==> config.mk <==
export PLATFORM = sky130hd
export DESIGN_NAME = wb_stage
export DESIGN_NICKNAME = d
export VERILOG_FILES = /design/src/rtl/wb_pkg.sv /design/src/rtl/wb_stage_load_align.sv /design/src/rtl/wb_stage.sv
export SDC_FILE = /design/constraint.sdc
export NUM_CORES = 1
export LEC_CHECK = 0
export ABC_CLOCK_PERIOD_IN_PS = 11650
export CAP_MARGIN = 20
export CORE_AREA = 4 4 175 109
export CTS_BUF_LIST = sky130_fd_sc_hd__clkbuf_8 sky130_fd_sc_hd__clkbuf_16
export DETAILED_ROUTE_END_ITERATION = 8
export DIE_AREA = 0 0 179 113
export GPL_TIMING_DRIVEN = 0
export HOLD_SLACK_MARGIN = 0.02
export PLACE_DENSITY_LB_ADDON = 0.25
export SLEW_MARGIN = 30
export SYNTH_ARGS = -nofsm -noshare
export SYNTH_HDL_FRONTEND = slang
export SYNTH_SLANG_ARGS = --single-unit
==> constraint.sdc <==
create_clock -name clk -period 11.65 [get_ports clk]
set_clock_uncertainty 0.2 [all_clocks]
set_input_delay 2.33 -clock clk [delete_from_list [all_inputs] [get_ports clk]]
set_output_delay 2.33 -clock clk [all_outputs]
set_load 0.02 [all_outputs]
==> src/rtl/wb_pkg.sv <==
// Shared types and constants for the memory/writeback stage.
package wb_pkg;

  localparam int unsigned XLEN_DEF = 32;

  // Writeback source select
  typedef enum logic [1:0] {
    WB_ALU  = 2'b00,
    WB_LOAD = 2'b01,
    WB_PC4  = 2'b10,
    WB_CSR  = 2'b11
  } wb_sel_e;

  // Load funct3 encodings
  localparam logic [2:0] LB  = 3'b000;
  localparam logic [2:0] LH  = 3'b001;
  localparam logic [2:0] LW  = 3'b010;
  localparam logic [2:0] LBU = 3'b100;
  localparam logic [2:0] LHU = 3'b101;

endpackage

==> src/rtl/wb_stage_load_align.sv <==
// Byte/half/word extraction and extension of load data.
module load_align
  import wb_pkg::*;
#(
  parameter int unsigned XLEN = XLEN_DEF
) (
  input  logic [XLEN-1:0] rdata,
  input  logic [1:0]      off,
  input  logic [2:0]      mem_op,
  output logic [XLEN-1:0] data
);

  logic [7:0]  byte_sel;
  logic [15:0] half_sel;

  // Select the addressed byte/half, then extend per funct3; half select ignores off[0]
  always_comb begin
    byte_sel = 8'(rdata >> {off, 3'b000});
    half_sel = off[1] ? rdata[31:16] : rdata[15:0];
    data     = rdata;
    case (mem_op)
      LB:      data = {{(XLEN-8){byte_sel[7]}}, byte_sel};
      LBU:     data = {{(XLEN-8){1'b0}}, byte_sel};
      LH:      data = {{(XLEN-16){half_sel[15]}}, half_sel};
      LHU:     data = {{(XLEN-16){1'b0}}, half_sel};
      LW:      data = rdata;
      default: data = rdata;
    endcase
  end

endmodule

==> src/rtl/wb_stage.sv <==
// MEM/WB pipeline register, writeback mux, register-file write port and instret.
module wb_stage
  import wb_pkg::*;
#(
  parameter int unsigned XLEN  = XLEN_DEF,
  parameter int unsigned CNT_W = 64
) (
  input  logic             clk,
  input  logic             rst,
  input  logic             stall,
  input  logic             flush,
  input  logic             ex_valid,
  input  logic             ex_rf_en,
  input  logic [4:0]       ex_rd,
  input  logic [1:0]       ex_wb_sel,
  input  logic [2:0]       ex_mem_op,
  input  logic [XLEN-1:0]  ex_alu_result,
  input  logic [XLEN-1:0]  ex_pc,
  input  logic [XLEN-1:0]  ex_csr_rdata,
  input  logic [XLEN-1:0]  dmem_rdata,
  output logic             rf_en,
  output logic [4:0]       rd,
  output logic [XLEN-1:0]  wdata,
  output logic [CNT_W-1:0] instret
);

  logic            valid_q;
  logic            rf_en_q;
  logic [4:0]      rd_q;
  wb_sel_e         wb_sel_q;
  logic [2:0]      mem_op_q;
  logic [XLEN-1:0] alu_q;
  logic [XLEN-1:0] pc_q;
  logic [XLEN-1:0] csr_q;
  logic [XLEN-1:0] load_data;

  // MEM/WB register: flush beats stall, stall holds, otherwise capture
  always_ff @(posedge clk or posedge rst) begin
    if (rst) begin
      valid_q  <= 1'b0;
      rf_en_q  <= 1'b0;
      rd_q     <= '0;
      wb_sel_q <= WB_ALU;
      mem_op_q <= '0;
      alu_q    <= '0;
      pc_q     <= '0;
      csr_q    <= '0;
    end else if (flush) begin
      valid_q  <= 1'b0;
      rf_en_q  <= 1'b0;
    end else if (!stall) begin
      valid_q  <= ex_valid;
      rf_en_q  <= ex_rf_en;
      rd_q     <= ex_rd;
      wb_sel_q <= wb_sel_e'(ex_wb_sel);
      mem_op_q <= ex_mem_op;
      alu_q    <= ex_alu_result;
      pc_q     <= ex_pc;
      csr_q    <= ex_csr_rdata;
    end
  end

  // Retire counter: one count per instruction, on the cycle it leaves WB
  always_ff @(posedge clk or posedge rst) begin
    if (rst) begin
      instret <= '0;
    end else if (valid_q && !stall) begin
      instret <= instret + CNT_W'(1);
    end
  end

  load_align #(.XLEN(XLEN)) u_load_align (
    .rdata  (dmem_rdata),
    .off    (alu_q[1:0]),
    .mem_op (mem_op_q),
    .data   (load_data)
  );

  // Write port: suppressed for bubbles, stalls and x0
  always_comb begin
    rf_en = valid_q & rf_en_q & ~stall & (rd_q != '0);
    rd    = rd_q;
    wdata = alu_q;
    case (wb_sel_q)
      WB_ALU:  wdata = alu_q;
      WB_LOAD: wdata = load_data;
      WB_PC4:  wdata = pc_q + XLEN'(4);
      WB_CSR:  wdata = csr_q;
      default: wdata = alu_q;
    endcase
  end

endmodule

==> flow_summary.yaml <==
timing:
  timing.hold.ws_ps: 277
  finalHoldViolCount: 0
  maxSlewHeadroom_pct: 39.7
  post-route-period-util_pct: 66.7
  timing.setup.tns_ps: 0
  fmax_mhz: 129
  maxSlewViolCount: 0
  layout_setup_ws_ps: 3880
  period_minus_slack_ps: 7770
  rsz0062_at_grt: "no"
  setup_violations: 0
  worst_pin_slew_ps: 904
place:
  io_buffers: 244
  dp_slack_ps: 3990
  dp.cells: 1314
  gp_congestion: 0.965
  placed_area_sq_um: 11900
  dp_hpwl_mm: 23.1
synthesis:
  synth-seq-cells: 172
  syn_inst: 828
  synth_ff_type: "dfrtp_1"
  ys_async_sr_fraction_pct: 100
  syn_area_sq_um: 9140
  synth_edf_count: 0
  yosysWarningCount: 0
  avgSynthCellArea_sq_um: 11.0
  ys_seq_area_share_pct: 47.1
  synth.distinct_cells: 69
  synth_nets: 974
routing:
  wl_per_cell_um: 22.3
  drc: 0
  drt_first_pass_iters: 6
  ant_nets: 0
  wl_mm: 30.0
  vias: 7902
  vias_per_cell: 5.87
  drt_iter0_markers: 1064
worst_setup_path:
  cpMaxStageDelayCell: "a222oi_1"
  reg2reg_depth: 6
  critPathLaunchType: "primary input"
  cp_common_cell: "clkdlybuf4s50_1"
  worstSetupEndpointType: "output pin"
  cp_max_fo: 10
  cpPeakStageDelay_ps: 630
  cp.required_ps: 9120
  crit_type: "primary input to output pin"
  cp_data_arrival_time_ps: 5240
  path_cells: "clkdlybuf4s50_1 > mux2_4 > o32ai_4 > nor2_2 > buf_6 > a222oi_1 > o21ai_1 > clkdlybuf4s50_1"
pwr:
  ir_drop_mv: 0.122
  powerDensity_nw_per_um2: 144
  intPower_mw: 1.22
  p_comb_share_pct: 27.5
  leakagePower_nw: 5.15
  p_clk_share_pct: 32.9
  power_switching_mw: 0.584
  sw_frac_of_total_pct: 32.4
  power_frac_seq_pct: 39.6
final_layout:
  antenna_cells: 0
  final_area_sq_um: 12600
  area_growth_syn_to_layout_pct: 37.4
  final_nets: 1239
  stdcell_count: 1346
  drive_above_1_share_pct: 17.5
clock_network:
  cts_resized: 0
  htreeDepth: 4
  cts_tree: "built"
  cts_setup_buffers: 0
  clock_latency_ps: 430
  clock-sinks: 172
  numCtsBuffers: 17
  clk_pin_slew_ps: 80
  cts_buffer_depth: 2
  clockRootBuffer: "clkbuf_16"
  cts_hold_buf: 0
floorplan:
  start_util_pct: 51.8
  io_pins: 246
  die_w_um: 179
  row_count: 38
  die_y_um: 113
  core_sq_um: 17600
  dieArea_sq_um: 20200
min_path:
  whs_path_depth: 1
  timing.hold.worst.class: "register to register"
flow_run:
  maxCapViolCount: 0
global_routing:
  grt_pass1_wl_mm: 45.8
  grt_overflow: 0
  grt_max_degree: 76
  first_global_vias: 7806
  grt_usage_pct: 29.7
  antenna_found_initial: 2
run_status:
  status: "completed"
==> worst paths after layout <==
kind | from | to | slack [ps]
setup / recovery | dmem_rdata[7] | wdata[22] | 3880
min in group asynchronous | rst | pc_q[18] | 2050
hold reg to reg | instret[63] | instret[63] | 280
setup reg to reg | instret[0] | instret[44] | 9380
max in group asynchronous | rst | mem_op_q[0] | 8210
hold / removal | instret[63] | instret[63] | 280
==> worst max-delay path, delay by kind of cell <==
| family | cells | cell delay (ps) |
|---|---|---|
| multiplexers | 1 | 330 |
| AO/OA/AOI/OAI | 3 | 1210 |
| AND/OR/NAND/NOR | 1 | 90 |
| buffers and inverters | 3 | 1260 |
==> Yosys cell counts, types with 3 or more instances <==
| master | instances | share of area (%) |
|---|---|---|
| or2_2 | 3 | 0.21 |
| nor4_1 | 9 | 0.62 |
| mux2i_1 | 9 | 0.99 |
| and2_1 | 3 | 0.21 |
| dfrtp_1 | 172 | 47 |
| a21o_1 | 13 | 1.1 |
| nand3_1 | 21 | 1.1 |
| nor3b_2 | 3 | 0.41 |
| o21ai_0 | 23 | 1.3 |
| nor3_2 | 7 | 0.77 |
| nor2_2 | 4 | 0.27 |
| buf_2 | 9 | 0.49 |
| xnor2_1 | 41 | 3.9 |
| clkbuf_1 | 25 | 1.0 |
| xor2_1 | 45 | 4.3 |
| nor2b_1 | 6 | 0.41 |
| and3_1 | 8 | 0.55 |
| mux2_2 | 100 | 12 |
| a21oi_1 | 22 | 1.2 |
| nor3_1 | 27 | 1.5 |
| a222oi_1 | 11 | 1.2 |
| nand2_1 | 61 | 2.5 |
| nand3_2 | 6 | 0.66 |
| buf_6 | 3 | 0.37 |
| o22ai_1 | 7 | 0.48 |
| o22a_1 | 4 | 0.38 |
| mux4_2 | 5 | 1.2 |
| inv_1 | 21 | 0.86 |
| o211ai_1 | 3 | 0.25 |
| a31oi_1 | 4 | 0.27 |
| nor2_1 | 48 | 2.0 |
| o221ai_1 | 5 | 0.48 |
| a22oi_1 | 4 | 0.33 |
| nand2b_1 | 5 | 0.34 |
| nor4_2 | 5 | 0.68 |
| a211oi_1 | 6 | 0.49 |
| o21ai_1 | 9 | 0.49 |
| and4_1 | 6 | 0.57 |
| nand3_4 | 3 | 0.57 |
| nand4_1 | 21 | 1.4 |
==> cell families (layout without fill, tap and decap cells) <==
| kind of cell | count (synthesis) | count (layout) | share of synthesized area, % |
|---|---|---|---|
| AND/OR/NAND/NOR | 261 | 261 | 16.9 |
| flip-flops | 172 | 172 | 47.1 |
| AO/OA/AOI/OAI | 130 | 130 | 9.92 |
| multiplexers | 115 | 115 | 14.7 |
| XOR/XNOR | 86 | 86 | 8.24 |
| buffers and inverters | 62 | 340 | 2.92 |
| adder cells (fa/ha/maj) | 2 | 2 | 0.274 |
==> power groups by stage <==
stage	registers [mW]	logic, mW	clock network [mW]
finish	0.715	0.495	0.594
global route	0.722	0.523	0.626
detailed placement	0.724	0.485	0
global placement	0.720	0.476	0
floorplan	0.717	0.259	0
CTS	0.713	0.488	0.598
==> registers in the layout, indices dropped and copies added (netlist names) <==
| name | cells |
|---|---|
| alu_q | 32 |
| csr_q | 32 |
| instret | 64 |
| mem_op_q | 3 |
| pc_q | 32 |
| rd | 5 |
| rf_en_q | 1 |
| valid_q | 1 |
| wb_sel_q | 2 |
==> layout by cell type, fill, tap and decap left out, types with 4 or more instances in the layout <==
cell,synthesis,routed
a211oi_1,6,6
a21o_1,13,13
a21oi_1,22,22
a222oi_1,11,11
a22oi_1,4,4
a31oi_1,4,4
and3_1,8,8
and4_1,6,6
buf_2,9,9
clkbuf_1,25,25
clkbuf_16,0,17
clkdlybuf4s50_1,0,244
dfrtp_1,172,172
inv_1,21,20
inv_8,0,5
mux2_2,100,100
mux2i_1,9,9
mux4_2,5,5
nand2_1,61,61
nand2b_1,5,5
nand3_1,21,21
nand3_2,6,6
nand4_1,21,21
nor2_1,48,47
nor2_2,4,5
nor2b_1,6,6
nor3_1,27,27
nor3_2,7,7
nor4_1,9,9
nor4_2,5,5
o21ai_0,23,23
o21ai_1,9,9
o221ai_1,5,5
o22a_1,4,4
o22ai_1,7,7
xnor2_1,41,41
xor2_1,45,45
==> final cells by class <==
| class | instances | area [sq um] |
|---|---|---|
| Multi-Input combinational cell | 594 | 4570 |
| Inverter | 23 | 93.8 |
| Buffer | 39 | 180 |
| Sequential cell | 172 | 4300 |
| Fill cell | 1306 | 5080 |
| Clock buffer | 17 | 425 |
| Clock inverter | 15 | 184 |
| Timing Repair Buffer | 246 | 2500 |
| Tap cell | 240 | 300 |
==> per-layer routing <==
metal	wire (um)	vias up	GRT usage (%)	share of wire [%]
met3	3180	47	9.15	11
met1	14400	3920	47.9	48
met4	457	4	6.54	1.5
met5	21	-	0	0.070
met2	12000	394	38.9	40
li1	-	3537	-	-
==> stage by stage <==
step	total power, mW	utilization, %
after floorplan	0.977	-
after global placement	1.20	67.4
after detailed placement	1.21	67.7
after CTS	1.80	71.2
after global routing	1.87	71.2
final	1.80	71.2
Note: power is estimated with default switching activity, not from simulation.
